**src/rtl/regfile_write_arbiter.sv**
```systemverilog
// Register-file write-port owner: clears NUM_REGS registers after reset, then round-robins A/B writebacks.
// Latency: accept at posedge N drives RegWrite in cycle N+1; ready is low during init, stall or reset.
module regfile_write_arbiter #(
   parameter int DATA_W   = 64,
   parameter int ADDR_W   = 5,
   parameter int NUM_REGS = 32
) (
   input  logic              clk,
   input  logic              reset,
   input  logic              a_valid,
   input  logic [ADDR_W-1:0] a_rd,
   input  logic [DATA_W-1:0] a_data,
   output logic              a_ready,
   input  logic              b_valid,
   input  logic [ADDR_W-1:0] b_rd,
   input  logic [DATA_W-1:0] b_data,
   output logic              b_ready,
   input  logic              stall,
   output logic              RegWrite,
   output logic [ADDR_W-1:0] RD,
   output logic [DATA_W-1:0] WriteData,
   output logic              init_done
);

   typedef enum logic {INIT, RUN} state_t;

   localparam logic              GRANT_A  = 1'b0;
   localparam logic              GRANT_B  = 1'b1;
   localparam logic [ADDR_W-1:0] LAST_REG = ADDR_W'(NUM_REGS - 1);

   state_t            state, state_nxt;
   logic [ADDR_W-1:0] cnt;
   logic              last_grant;
   logic              a_xfer, b_xfer;

   always_ff @(posedge clk) begin
      if (!reset) state <= INIT;
      else        state <= state_nxt;
   end

   // Ready is also gated by reset so a request in the reset cycle is never accepted.
   always_comb begin
      state_nxt = state;
      a_ready   = 1'b0;
      b_ready   = 1'b0;
      init_done = 1'b0;
      case (state)
         INIT: begin
            if (cnt == LAST_REG) state_nxt = RUN;
         end
         RUN: begin
            init_done = 1'b1;
            a_ready   = reset & !stall & a_valid & (!b_valid | (last_grant == GRANT_B));
            b_ready   = reset & !stall & b_valid & (!a_valid | (last_grant == GRANT_A));
         end
         default: state_nxt = INIT;
      endcase
   end

   assign a_xfer = a_valid & a_ready;
   assign b_xfer = b_valid & b_ready;

   always_ff @(posedge clk) begin
      if (!reset) begin
         cnt        <= '0;
         RegWrite   <= 1'b0;
         RD         <= '0;
         WriteData  <= '0;
         last_grant <= GRANT_B;
      end else if (state == INIT) begin
         RegWrite  <= 1'b1;
         RD        <= cnt;
         WriteData <= '0;
         cnt       <= cnt + 1'b1;
      end else if (a_xfer) begin
         RegWrite   <= (a_rd != '0);
         RD         <= a_rd;
         WriteData  <= a_data;
         last_grant <= GRANT_A;
      end else if (b_xfer) begin
         RegWrite   <= (b_rd != '0);
         RD         <= b_rd;
         WriteData  <= b_data;
         last_grant <= GRANT_B;
      end else begin
         RegWrite <= 1'b0;
      end
   end

endmodule
```
**config.mk**
```make
export PLATFORM = sky130hd
export DESIGN_NAME = regfile_write_arbiter
export DESIGN_NICKNAME = d
export VERILOG_FILES = /design/src/rtl/regfile_write_arbiter.sv
export SDC_FILE = /design/constraint.sdc
export NUM_CORES = 1
export LEC_CHECK = 0
export ABC_AREA = 1
export BUFFER_PORTS_ARGS = -buffer_cell sky130_fd_sc_hd__buf_4
export CELL_PAD_IN_SITES_DETAIL_PLACEMENT = 1
export CELL_PAD_IN_SITES_GLOBAL_PLACEMENT = 2
export CORE_ASPECT_RATIO = 0.8
export CORE_MARGIN = 10
export CORE_UTILIZATION = 21
export DETAILED_ROUTE_END_ITERATION = 10
export GPL_ROUTABILITY_DRIVEN = 0
export PLACE_DENSITY_LB_ADDON = 0.1
export SETUP_SLACK_MARGIN = 0.2
export SLEW_MARGIN = 0
export SYNTH_ARGS = -nofsm -noshare
export SYNTH_HDL_FRONTEND = slang
export SYNTH_SLANG_ARGS = --single-unit
```
**constraint.sdc**
```tcl
create_clock -name clk -period 1.6 [get_ports clk]
set_input_delay 0.4 -clock clk [delete_from_list [all_inputs] [get_ports clk]]
set_output_delay 0.4 -clock clk [all_outputs]
set_load 0.05 [all_outputs]
```
* After elaboration in Yosys (flattened, before gate mapping)
Cells that the tools add are included.
** Word-level totals
- Bits in registers :: 77
- Word-level logic and storage cells :: 42
** Cells by class
- $add $sub $neg :: 1
- Eq/ne operators :: 2
- Mux-type cells :: 15
- Bitwise logic cells :: 10
- Reductions and logical operators :: 8
** Operators by type and width (number)
- $mux 64 :: 2
- $mux 5 :: 3
- $mux 1 :: 10
- $reduce_bool 5->1 :: 2
- $and 1x1->1 :: 7
- $add 5x1->5 const B :: 1
- $eq 5x5->1 const B :: 1
- $reduce_and 2->1 :: 2
- $logic_not 1->1 :: 3
- $ne 3x1->1 const B :: 1
- $or 1x1->1 :: 2
- $reduce_bool 2->1 :: 1
- $not 1->1 :: 1

* Logic depth before layout (Yosys ltp)
Gate-level depths: netlist of run 1.
- Depth after elaboration :: 9
- Mapped depth :: 10
- Depth with buffers taken out :: 9

* Least setup slack after synthesis of run 1
OpenSTA, ideal clock, no wires.
- Kind :: register to output
- Start :: register state
- End :: output port b_ready
- Arrival :: 1527 ps
- Path slack :: -327 ps
- Cell stages (with the launch flop) :: 6
- Buffers on the path :: 1
- Path through :: dfxtp_1 nand2_4 inv_4 nand3_4 inv_2 buf_2
** On the way
- Longest elaborated chain between the ends :: 1
** Ends and longest elaborated chain
- start: declaration :: RTL line 31 : state_t state, state_nxt;
- start signal: assignment :: RTL line 38 : else state <= state_nxt;
- $mux 1 :: RTL line 47 : case (state)
- end: declaration :: RTL line 17 : output logic b_ready,
No other way between the ends.

* Worst setup path after layout of run 1
- Start :: register state
- End :: output port a_ready
** On the way
- Longest elaborated chain between the ends :: 1
** Ends and longest elaborated chain
- $mux 1 :: RTL line 47
- end: declaration :: RTL line 13 : output logic a_ready,
No other way between the ends.

==> metrics, run 1 <==
max-capacitance violation count 0; dpl cells 1017; average cell area after synthesis 6.47 um2; number of sinks on the clock net 77; Net Count, Synth 735; Power per Cell Area 710 nW/um2; clock edge transition at the registers on the reported setup and hold paths 0.06 ns; area fraction in compound gates after synthesis 0.0469; routed wire length 18600 um; maximum number of pins on one net before global-route repair 53; CTS HTree Levels 3; DR vias/cell 4.41; Root Driver sky130_fd_sc_hd__clkbuf_16; worst clock skew 0.00642 ns; synthesized flop and latch total 77; largest vdd supply drop 0.000450 V; global-route usage over all layers 0.146; CP Max Fanout 3; number of pins with negative max-slew slack in the final report 0; total die area 24000 um2; number of cells produced by synthesis 590; layout cells sized above 1 0.349; area overhead of the layout relative to synthesis 68.6%; total via count after detailed routing 4622; setup tns final 0 ns; Remaining DRCs 0; Cell variety after synth 25; clock latency at the later pin of the worst-skew pair 0.34 ns; number of antenna violations at the first check in global routing 0; Antenna diodes 0; first-pass GRT wire length 27300 um; Buffers on Ports 215; path type of the worst min-delay path in2reg; simple-gate area share of the yosys netlist 0.397; post-route design area 6440 um2; post-synthesis share of cell area spent on xor and xnor gates 0; number of top-level pins 216; critical path data required time 1.20 ns; clock buffer count from CTS 9; Leak Pwr 3.42 nW; cell area after placement 5710 um2; count of nets left with antenna violations after detail routing 0; starting DRC count in detailed routing 222; final cell count without fillers 1049; worst setup path class reg2out; max_slew headroom 0.581; Row Count 44; CP Data Arrival Time 1.16 ns; share of synthesized area spent on multiplexers 0; clock tree buffer depth 2; via count of the first global-routing pass 4879; measured slew at the worst slew-check pin 0.628 ns; share of synthesized area occupied by flip-flops and latches 0.404; result of the run finished clean; floorplan die height 141 um; setup violators final 0; RSZ-0062 raised after global routing true; part of the cycle the worst path needs 0.977; number of failing hold endpoints at the final stage 0; CP startpoint kind flop; effective utilization at floorplan 0.212; die width 171 um; global-route congestion overflow total 0; share of synthesized cell area in full adder, half adder and majority cells 0.00655; Final #Nets 959; maximum clock rate 0.640 GHz; synthesized cell area 3820 um2; clock tree from TritonCTS built; Overall Power 4.57 mW; shortest period the worst path allows 1.56 ns; placeable core region 18000 um2; hold-fix buffers at CTS 0; half-perimeter wire length of the detailed placement result 13100 um; Pre-antenna DRT Iters 4; element type at the critical path end primary output; number of warnings issued by yosys 0; routed wire length per instance 17.8 um; combinational family with the most area after synthesis simple AND/OR/NAND/NOR gates
## cells by family after synthesis
family                     after synthesis
DFF                                     77
adders and majority gates                2
buffers and inverters                  130
and+or+nand+nor                        346
AOI/OAI and AO/OA                       35
## layout make-up
cell class	count	area, um2
clock buffers	12	256
clock inverters	4	70.1
fillers	2235	11600
inverters	96	382
multi-input cells	383	1780
flip-flops and latches	77	1550
well taps	230	288
repair buffers	247	2120
## synth_stat cells, drive strengths merged
cell type  instances  area, um2
a211oi             1       7.51
a21oi             18       90.1
a31oi              1       6.26
buf               28        171
clkbuf             6       22.5
clkinv             1       3.75
dfxtp             77       1540
ha                 2       25.0
inv               95        359
nand2            191        727
nand3            124        633
nand4              6       37.5
nor2              18       83.8
nor3               7       35.0
o21ai             15       75.1
## cells in the final DEF, fill, tap and decap left out, types with 6 or more instances in the layout
| cell type | n |
|---|---|
| sky130_fd_sc_hd__nand4_1 | 6 |
| sky130_fd_sc_hd__nor3_1 | 6 |
| sky130_fd_sc_hd__inv_1 | 91 |
| sky130_fd_sc_hd__nand3_1 | 122 |
| sky130_fd_sc_hd__buf_4 | 226 |
| sky130_fd_sc_hd__nor2_1 | 16 |
| sky130_fd_sc_hd__clkbuf_16 | 12 |
| sky130_fd_sc_hd__dfxtp_1 | 74 |
| sky130_fd_sc_hd__buf_12 | 9 |
| sky130_fd_sc_hd__a21oi_2 | 6 |
| sky130_fd_sc_hd__o21ai_1 | 12 |
| sky130_fd_sc_hd__nand2_1 | 186 |
| sky130_fd_sc_hd__a21oi_1 | 12 |
## per-stage QoR
stage               hold slack, ns  setup WS [ns]   util
floorplan                    0.455          0.154      -
global placement             0.456         0.0292  0.317
detailed placement           0.460        -0.0362  0.317
CTS                          0.339         0.0130  0.345
global route                 0.362        -0.0149  0.358
finish                       0.349         0.0369  0.358
## worst paths after layout
path	end	slack, ns	cells after the start	startpoint
setup reg to reg	WriteData[35]$_SDFFE_PN0P_	0.10	10	state$_SDFF_PN0_
setup / recovery	a_ready	0.04	5	state$_SDFF_PN0_
hold reg to reg	WriteData[5]$_SDFFE_PN0P_	0.47	2	WriteData[5]$_SDFFE_PN0P_
hold / removal	WriteData[48]$_SDFFE_PN0P_	0.35	5	b_data[48]
## critical path: stages, from the launching register on
cell                       delay (ns)
sky130_fd_sc_hd__dfxtp_4         0.37
sky130_fd_sc_hd__nand2_8         0.07
sky130_fd_sc_hd__nor2_8          0.12
sky130_fd_sc_hd__nand2_4         0.07
sky130_fd_sc_hd__clkinv_4        0.06
sky130_fd_sc_hd__buf_8           0.13
## flip-flops by register name, summed over array words and instances (netlist names)
signal,count
WriteData,64
RD,5
cnt,5
RegWrite,1
last_grant,1
state,1
## routing by layer
metal | wire length (um) | GRT usage
met4 | 141 | 0.0332
met2 | 8710 | 0.237
met5 | 0 | 0
met3 | 1470 | 0.0550
met1 | 8320 | 0.178
## power breakdown
group          switching, mW  internal [mW]
logic                  0.124          0.243
clock network          0.817           1.45
registers             0.0102           1.93
total                  0.951           3.62
## timing repair
| action | in CTS | in global routing |
|---|---|---|
| buffers inserted | 6 | 4 |
| pin swaps | 2 | 5 |
| cloned | 3 | 3 |
| setup endpoints to repair | 24 | 76 |
| hold endpoints to repair | 0 | 0 |
| gates resized for setup | 14 | 34 |
Note: power is estimated with default switching activity, not from simulation.
==> run 2, diff against run 1 <==
Settings changed: CORE_UTILIZATION 21 to 19.
Clock period 1.6 ns to 1.35 ns, I/O delays scaled along.
==> run 2 against run 1 <==
Non-clock buffer count increased by 45. Global-route usage hardly changed. Via count grew 4.0%. Clock-buffer cell count fell by 2. Clock power is 28% higher. Register-to-register slack worse by 0.30 ns. The flow now finishes with violations (negative setup slack). Largest cell class unchanged. Core utilization up 3.6 points. Final area up 21%. Total power rose by 24%. Wire length increased by 4.8%.
==> metrics, run 2 (synthesis gave the netlist of run 1 again) <==
result of the run finished, violations left (was finished clean); violations in the final reports negative setup slack; max_slew headroom 0.579 (was 0.581); Worst R2R Start state$_SDFF_PN0_ (unchanged); largest vdd supply drop 0.000612 V (was 0.000450 V); number of flip-flops under the largest register name 64 (unchanged); CTS HTree Levels 3 (unchanged); sequential group share of total power 0.405 (was 0.424); total via count after detailed routing 4808 (was 4622); Critical Path Start state$_SDFF_PN0_ (unchanged); clock tree from TritonCTS built (unchanged); Switching Fraction 0.215 (was 0.208); worst clock skew 0.00828 ns (was 0.00642 ns); worst setup path endpoint a_ready (unchanged); total die area 26200 um2 (was 24000 um2); starting DRC count in detailed routing 213 (was 222); R2R depth 12 (was 10); clock edge transition at the registers on the reported setup and hold paths 0.06 ns (about the same); effective utilization at floorplan 0.193 (was 0.212); Final #Nets 1004 (was 959); Root Driver sky130_fd_sc_hd__clkbuf_16 (unchanged); clock buffer count from CTS 9 (unchanged); part of the total power dissipated in combinational logic 0.084 (was 0.080); GR met3 Demand/Resource 0.0482 (was 0.0550); CP Max Fanout 4 (was 3); fin worst setup slack -0.215 ns (was 0.0369 ns); maximum number of pins on one net before global-route repair 53 (unchanged); most heavily used metal layer in global routing met2 (unchanged); Worst R2R End WriteData[61]$_SDFFE_PN0P_ (was WriteData[35]$_SDFFE_PN0P_); DR vias/cell 4.26 (was 4.41); number of sinks on the clock net 77 (unchanged); number of pins with negative max-slew slack in the final report 0 (unchanged); worst setup path class reg2out (unchanged); part of the cycle the worst path needs 1.16; half-perimeter wire length of the detailed placement result 14000 um (was 13100 um); Clk pwr share 0.511 (was 0.496); Power per Cell Area 728 nW/um2 (was 710 nW/um2); path type of the worst min-delay path in2reg (unchanged); CP Data Arrival Time 1.23 ns (was 1.16 ns); hold_sp b_data[7] (was b_data[48]); count of nets left with antenna violations after detail routing 0 (unchanged); slack of the worst reg-to-reg path -0.20 ns (was 0.10 ns); number of top-level pins 216 (unchanged); Remaining DRCs 0 (unchanged); Leak Pwr 3.96 nW (was 3.42 nW); global-route congestion overflow total 0 (unchanged); max-capacitance violation count 0 (unchanged); global routing met1 resource utilization 0.176 (was 0.178); via count of the first global-routing pass 5148 (was 4879); clock latency at the later pin of the worst-skew pair 0.35 ns (was 0.34 ns); floorplan die height 147 um (was 141 um); maximum clock rate 0.639 GHz; cell-internal power 4.45 mW (was 3.62 mW); Row Count 46 (was 44); number of failing hold endpoints at the final stage 0 (unchanged); setup tns final -6.06 ns (was 0 ns); die width 179 um (was 171 um); clock tree buffer depth 2 (unchanged); commonest non-fill, non-tap cells in the layout sky130_fd_sc_hd__buf_4, sky130_fd_sc_hd__nand2_1, sky130_fd_sc_hd__nand3_1, sky130_fd_sc_hd__inv_1, sky130_fd_sc_hd__buf_8 (was sky130_fd_sc_hd__buf_4, sky130_fd_sc_hd__nand2_1, sky130_fd_sc_hd__nand3_1, sky130_fd_sc_hd__inv_1, sky130_fd_sc_hd__dfxtp_1); leading cell type in the layout, fill and taps excluded sky130_fd_sc_hd__buf_4 (unchanged); global-route usage over all layers 0.145 (was 0.146); reported net switching power 1.22 mW (was 0.951 mW); CP startpoint kind flop (unchanged); Pre-antenna DRT Iters 4 (unchanged); Biggest register WriteData (unchanged); GR Util met2 0.242 (was 0.237); area overhead of the layout relative to synthesis 104% (was 68.6%); setup violators final 63 (was 0); first-pass GRT wire length 29600 um (was 27300 um); layout cells sized above 1 0.513 (was 0.349); shortest period the worst path allows 1.57 ns; final cell utilization of the core 0.393 (was 0.358); largest registers ranked by flip-flop count WriteData (64), RD (5), cnt (5) (unchanged); routed wire length 19500 um (was 18600 um); routed wire length per instance 17.3 um (was 17.8 um); RSZ-0062 raised after global routing true (unchanged); number of antenna violations at the first check in global routing 1 (was 0); Buffers on Ports 215 (unchanged); critical path data required time 1.01 ns (was 1.20 ns); worst-case setup slack after placement -0.322 ns (was -0.0362 ns); element type at the critical path end primary output (unchanged); placeable core region 19800 um2 (was 18000 um2); measured slew at the worst slew-check pin 0.632 ns (was 0.628 ns)
[run 2: critical path, cell delays in order (launching register included)]
cell and delay [ns]:
sky130_fd_sc_hd__dfxtp_4 0.37, sky130_fd_sc_hd__nand2_8 0.08, sky130_fd_sc_hd__nor2_8 0.12, sky130_fd_sc_hd__nand2_4 0.08
sky130_fd_sc_hd__inv_8 0.08, sky130_fd_sc_hd__buf_8 0.14
[run 2: final cells by class]
cell class                 instances  area, um2
tap                              264        330
multi-input combinational        383       1970
inverter                          96        398
timing repair buffer             292       3090
antenna                            1       2.50
sequential                        77       1650
fill                            2389      12000
clock inverter                     6        109
clock buffer                      10        239
[run 2: timing repair]
item,4_1_cts,5_1_grt
hold buffers,0,0
cloned,4,2
pin swaps,10,12
setup buffers,37,13
setup endpoints to repair,146,149
resized for setup,280,44
[run 2: worst min-delay path by stage]
stage                                  to  cells past startpoint  slack [ns]
6_report        WriteData[7]$_SDFFE_PN0P_                      5        0.27
5_1_grt        WriteData[28]$_SDFFE_PN0P_                      5        0.29
4_1_cts         WriteData[4]$_SDFFE_PN0P_                      5        0.27
3_5_place_dp    WriteData[5]$_SDFFE_PN0P_                      2        0.46
3_3_place_gp   WriteData[29]$_SDFFE_PN0P_                      2        0.46
2_1_floorplan     last_grant$_SDFFE_PN1P_                      2        0.46
[run 2: power groups by stage]
stage          Combinational (mW)  Sequential [mW]  Clock (mW)
6_report                    0.477             2.29        2.90
4_1_cts                     0.461             2.29        3.00
3_5_place_dp                0.433             2.35           0
3_3_place_gp                0.432             2.35           0
2_1_floorplan              0.0562             2.37           0
5_1_grt                     0.517             2.29        3.09
[run 2: per-stage QoR]
| step | hold WS, ns | std cells | area [um2] | power, mW |
|---|---|---|---|---|
| 6_report | 0.272 | 1129 | 7790 | 5.67 |
| 5_1_grt | 0.289 | 1129 | 7790 | 5.90 |
| 4_1_cts | 0.270 | 1113 | 7480 | 5.75 |
| 3_5_place_dp | 0.461 | 1056 | 5860 | 2.78 |
| 3_3_place_gp | 0.456 | 1056 | 5860 | 2.78 |
| 2_1_floorplan | 0.459 | 590 | 3940 | 2.42 |
[run 2: per-layer routing]
| layer | up-vias | share of wire |
|---|---|---|
| met4 | 0 | 0.011 |
| met1 | 2278 | 0.43 |
| met3 | 14 | 0.071 |
| met5 | - | 0 |
| li1 | 2385 | - |
| met2 | 131 | 0.49 |
==> run 3, diff against run 2 <==
Settings changed: BUFFER_PORTS_ARGS -buffer_cell sky130_fd_sc_hd__buf_4 to -buffer_cell sky130_fd_sc_hd__buf_2.
==> run 3 against run 2 <==
The flow still finishes with violations (negative setup slack). Core utilization shrank 4.2 points. Worst setup slack gained 0.034 ns. Die area is the same. Clock skew is essentially flat. Final area shrank 11%. Wire length grew 1.0%. Fmax grew 2.2%. Final cell count shrank 2.0%. Register-to-register slack gained 0.13 ns. First-iteration DRC count shrank 23%. Critical path type unchanged. Critical endpoint is now b_ready. Largest cell class unchanged. Highest routed layer is now met5.
==> metrics, run 3 (synthesis gave the netlist of run 1 again) <==
post-route design area 6960 um2 (was 7790 um2); Worst R2R End WriteData[20]$_SDFFE_PN0P_ (was WriteData[61]$_SDFFE_PN0P_); largest vdd supply drop 0.000560 V (was 0.000612 V); hold_sp a_data[21] (was b_data[7]); number of failing hold endpoints at the final stage 0 (unchanged); number of pins with negative max-slew slack in the final report 0 (unchanged); layout cells sized above 1 0.446 (was 0.513); fin worst setup slack -0.181 ns (was -0.215 ns); effective utilization at floorplan 0.193 (unchanged); measured slew at the worst slew-check pin 0.634 ns (was 0.632 ns); total die area 26200 um2 (unchanged); DR vias/cell 4.26 (about the same); part of the cycle the worst path needs 1.13 (was 1.16); critical path data required time 1.01 ns (about the same); worst-case setup slack after placement -0.284 ns (was -0.322 ns); die width 179 um (unchanged); CTS HTree Levels 3 (unchanged); global-route usage over all layers 0.133 (was 0.145); Buffers on Ports 215 (unchanged); element type at the critical path end primary output (unchanged); final cell count without fillers 1106 (was 1129); setup tns final -2.42 ns (was -6.06 ns); CP Data Arrival Time 1.19 ns (was 1.23 ns); Pre-antenna DRT Iters 4 (unchanged); clock buffer count from CTS 9 (unchanged); Biggest register WriteData (unchanged); Row Count 46 (unchanged); placeable core region 19800 um2 (unchanged); clock tree from TritonCTS built (unchanged); Remaining DRCs 0 (unchanged); path type of the worst min-delay path in2reg (unchanged); floorplan die height 147 um (unchanged); routed wire length per instance 17.8 um (was 17.3 um); clock edge transition at the registers on the reported setup and hold paths 0.06 ns (about the same); number of stages on the worst hold path 5 (unchanged); violations in the final reports negative setup slack (unchanged); clock latency at the later pin of the worst-skew pair 0.34 ns (was 0.35 ns); Root Driver sky130_fd_sc_hd__clkbuf_16 (unchanged); setup violators final 65 (was 63); max_slew headroom 0.577 (was 0.579); number of flip-flops under the largest register name 64 (unchanged); total via count after detailed routing 4717 (was 4808); endpoint of the worst hold path WriteData[21]$_SDFFE_PN0P_ (was WriteData[7]$_SDFFE_PN0P_); sequential cell area in the final layout 1600 um2 (was 1650 um2); global-route congestion overflow total 0 (unchanged); largest registers ranked by flip-flop count WriteData (64), RD (5), cnt (5) (unchanged); maximum number of pins on one net before global-route repair 53 (unchanged); worst setup path class reg2out (unchanged); number of antenna violations at the first check in global routing 5 (was 1); first-pass GRT wire length 27500 um (was 29600 um); clock tree buffer depth 2 (unchanged); area of the multi-input gates 1930 um2 (was 1970 um2); starting DRC count in detailed routing 165 (was 213); count of nets left with antenna violations after detail routing 0 (unchanged); Power per Cell Area 771 nW/um2 (was 728 nW/um2); dpl cells 1058 (was 1056); Worst R2R Start state$_SDFF_PN0_ (unchanged); shortest period the worst path allows 1.53 ns (was 1.57 ns); CP Max Fanout 4 (unchanged); filler cell count 2421 (was 2389); max-capacitance violation count 0 (unchanged); area overhead of the layout relative to synthesis 82.2% (was 104%); via count of the first global-routing pass 4837 (was 5148); number of top-level pins 216 (unchanged); leading cell type in the layout, fill and taps excluded sky130_fd_sc_hd__nand2_1 (was sky130_fd_sc_hd__buf_4); half-perimeter wire length of the detailed placement result 13500 um (was 14000 um); number of sinks on the clock net 77 (unchanged); Leak Pwr 3.58 nW (was 3.96 nW); Final #Nets 979 (was 1004); commonest non-fill, non-tap cells in the layout sky130_fd_sc_hd__nand2_1, sky130_fd_sc_hd__buf_2, sky130_fd_sc_hd__nand3_1, sky130_fd_sc_hd__inv_1, sky130_fd_sc_hd__buf_6 (was sky130_fd_sc_hd__buf_4, sky130_fd_sc_hd__nand2_1, sky130_fd_sc_hd__nand3_1, sky130_fd_sc_hd__inv_1, sky130_fd_sc_hd__buf_8); CP startpoint kind flop (unchanged); maximum clock rate 0.653 GHz (was 0.639 GHz); routed wire length 19700 um (was 19500 um); RSZ-0062 raised after global routing true (unchanged); worst clock skew 0.00858 ns (was 0.00828 ns); hold-fix buffers at CTS 0 (unchanged); R2R depth 10 (was 12); result of the run finished, violations left (unchanged); cell area after placement 5320 um2 (was 5860 um2); slack of the worst reg-to-reg path -0.07 ns (was -0.20 ns); Overall Power 5.36 mW (was 5.67 mW)
[run 3: area by class of cell]
class                   instances  area share
clock buffers                  12      0.0369
repair buffers                266       0.340
diodes                          4     0.00144
inverters                      96      0.0568
well taps                     264      0.0475
repair inverters                1    0.000899
flip-flops and latches         77       0.230
multi-input cells             383       0.277
clock inverters                 3     0.00989
[run 3: repair_timing]
action,CTS,global route
endpoints found under the hold margin,0,0
resized for setup,105,235
setup endpoints to repair,146,148
buffers inserted,5,14
gates cloned,0,10
pin swaps,1,8
[run 3: how the worst max path moves through the flow]
stage                startpoint                    endpoint  slack (ns)  depth (start not counted)
6_report       state$_SDFF_PN0_                     b_ready       -0.18                          5
3_3_place_gp              reset  WriteData[50]$_SDFFE_PN0P_       -0.30                          9
5_1_grt        state$_SDFF_PN0_                     b_ready       -0.24                          5
3_5_place_dp              reset  WriteData[12]$_SDFFE_PN0P_       -0.28                          9
2_1_floorplan  state$_SDFF_PN0_                     a_ready       -0.02                          5
4_1_cts        state$_SDFF_PN0_                     a_ready       -0.20                          5
[run 3: worst max-delay path, cell delays in order (launching register included)]
cell,delay [ns]
sky130_fd_sc_hd__dfxtp_4,0.37
sky130_fd_sc_hd__nand2_8,0.08
sky130_fd_sc_hd__inv_8,0.06
sky130_fd_sc_hd__nand3_4,0.10
sky130_fd_sc_hd__clkinv_4,0.10
sky130_fd_sc_hd__buf_8,0.14
[run 3: through the flow]
step / utilization / hold slack [ns]
after CTS: 0.304 / 0.264
after detailed placement: 0.269 / 0.460
after global placement: 0.269 / 0.454
after global routing: 0.351 / 0.292
final: 0.351 / 0.286
after floorplan: - / 0.459
[run 3: power by group]
group	internal, mW	switching, mW
Sequential	2.28	0.0160
Clock	1.72	0.995
Combinational	0.196	0.156
Total	4.20	1.17
[run 3: per-layer routing]
metal / global-route usage / vias up / part of all wire
met5: 0 / - / 0.00035
met1: 0.162 / 2246 / 0.45
li1: - / 2340 / -
met2: 0.214 / 117 / 0.47
met4: 0.0326 / 2 / 0.0080
met3: 0.0538 / 12 / 0.071
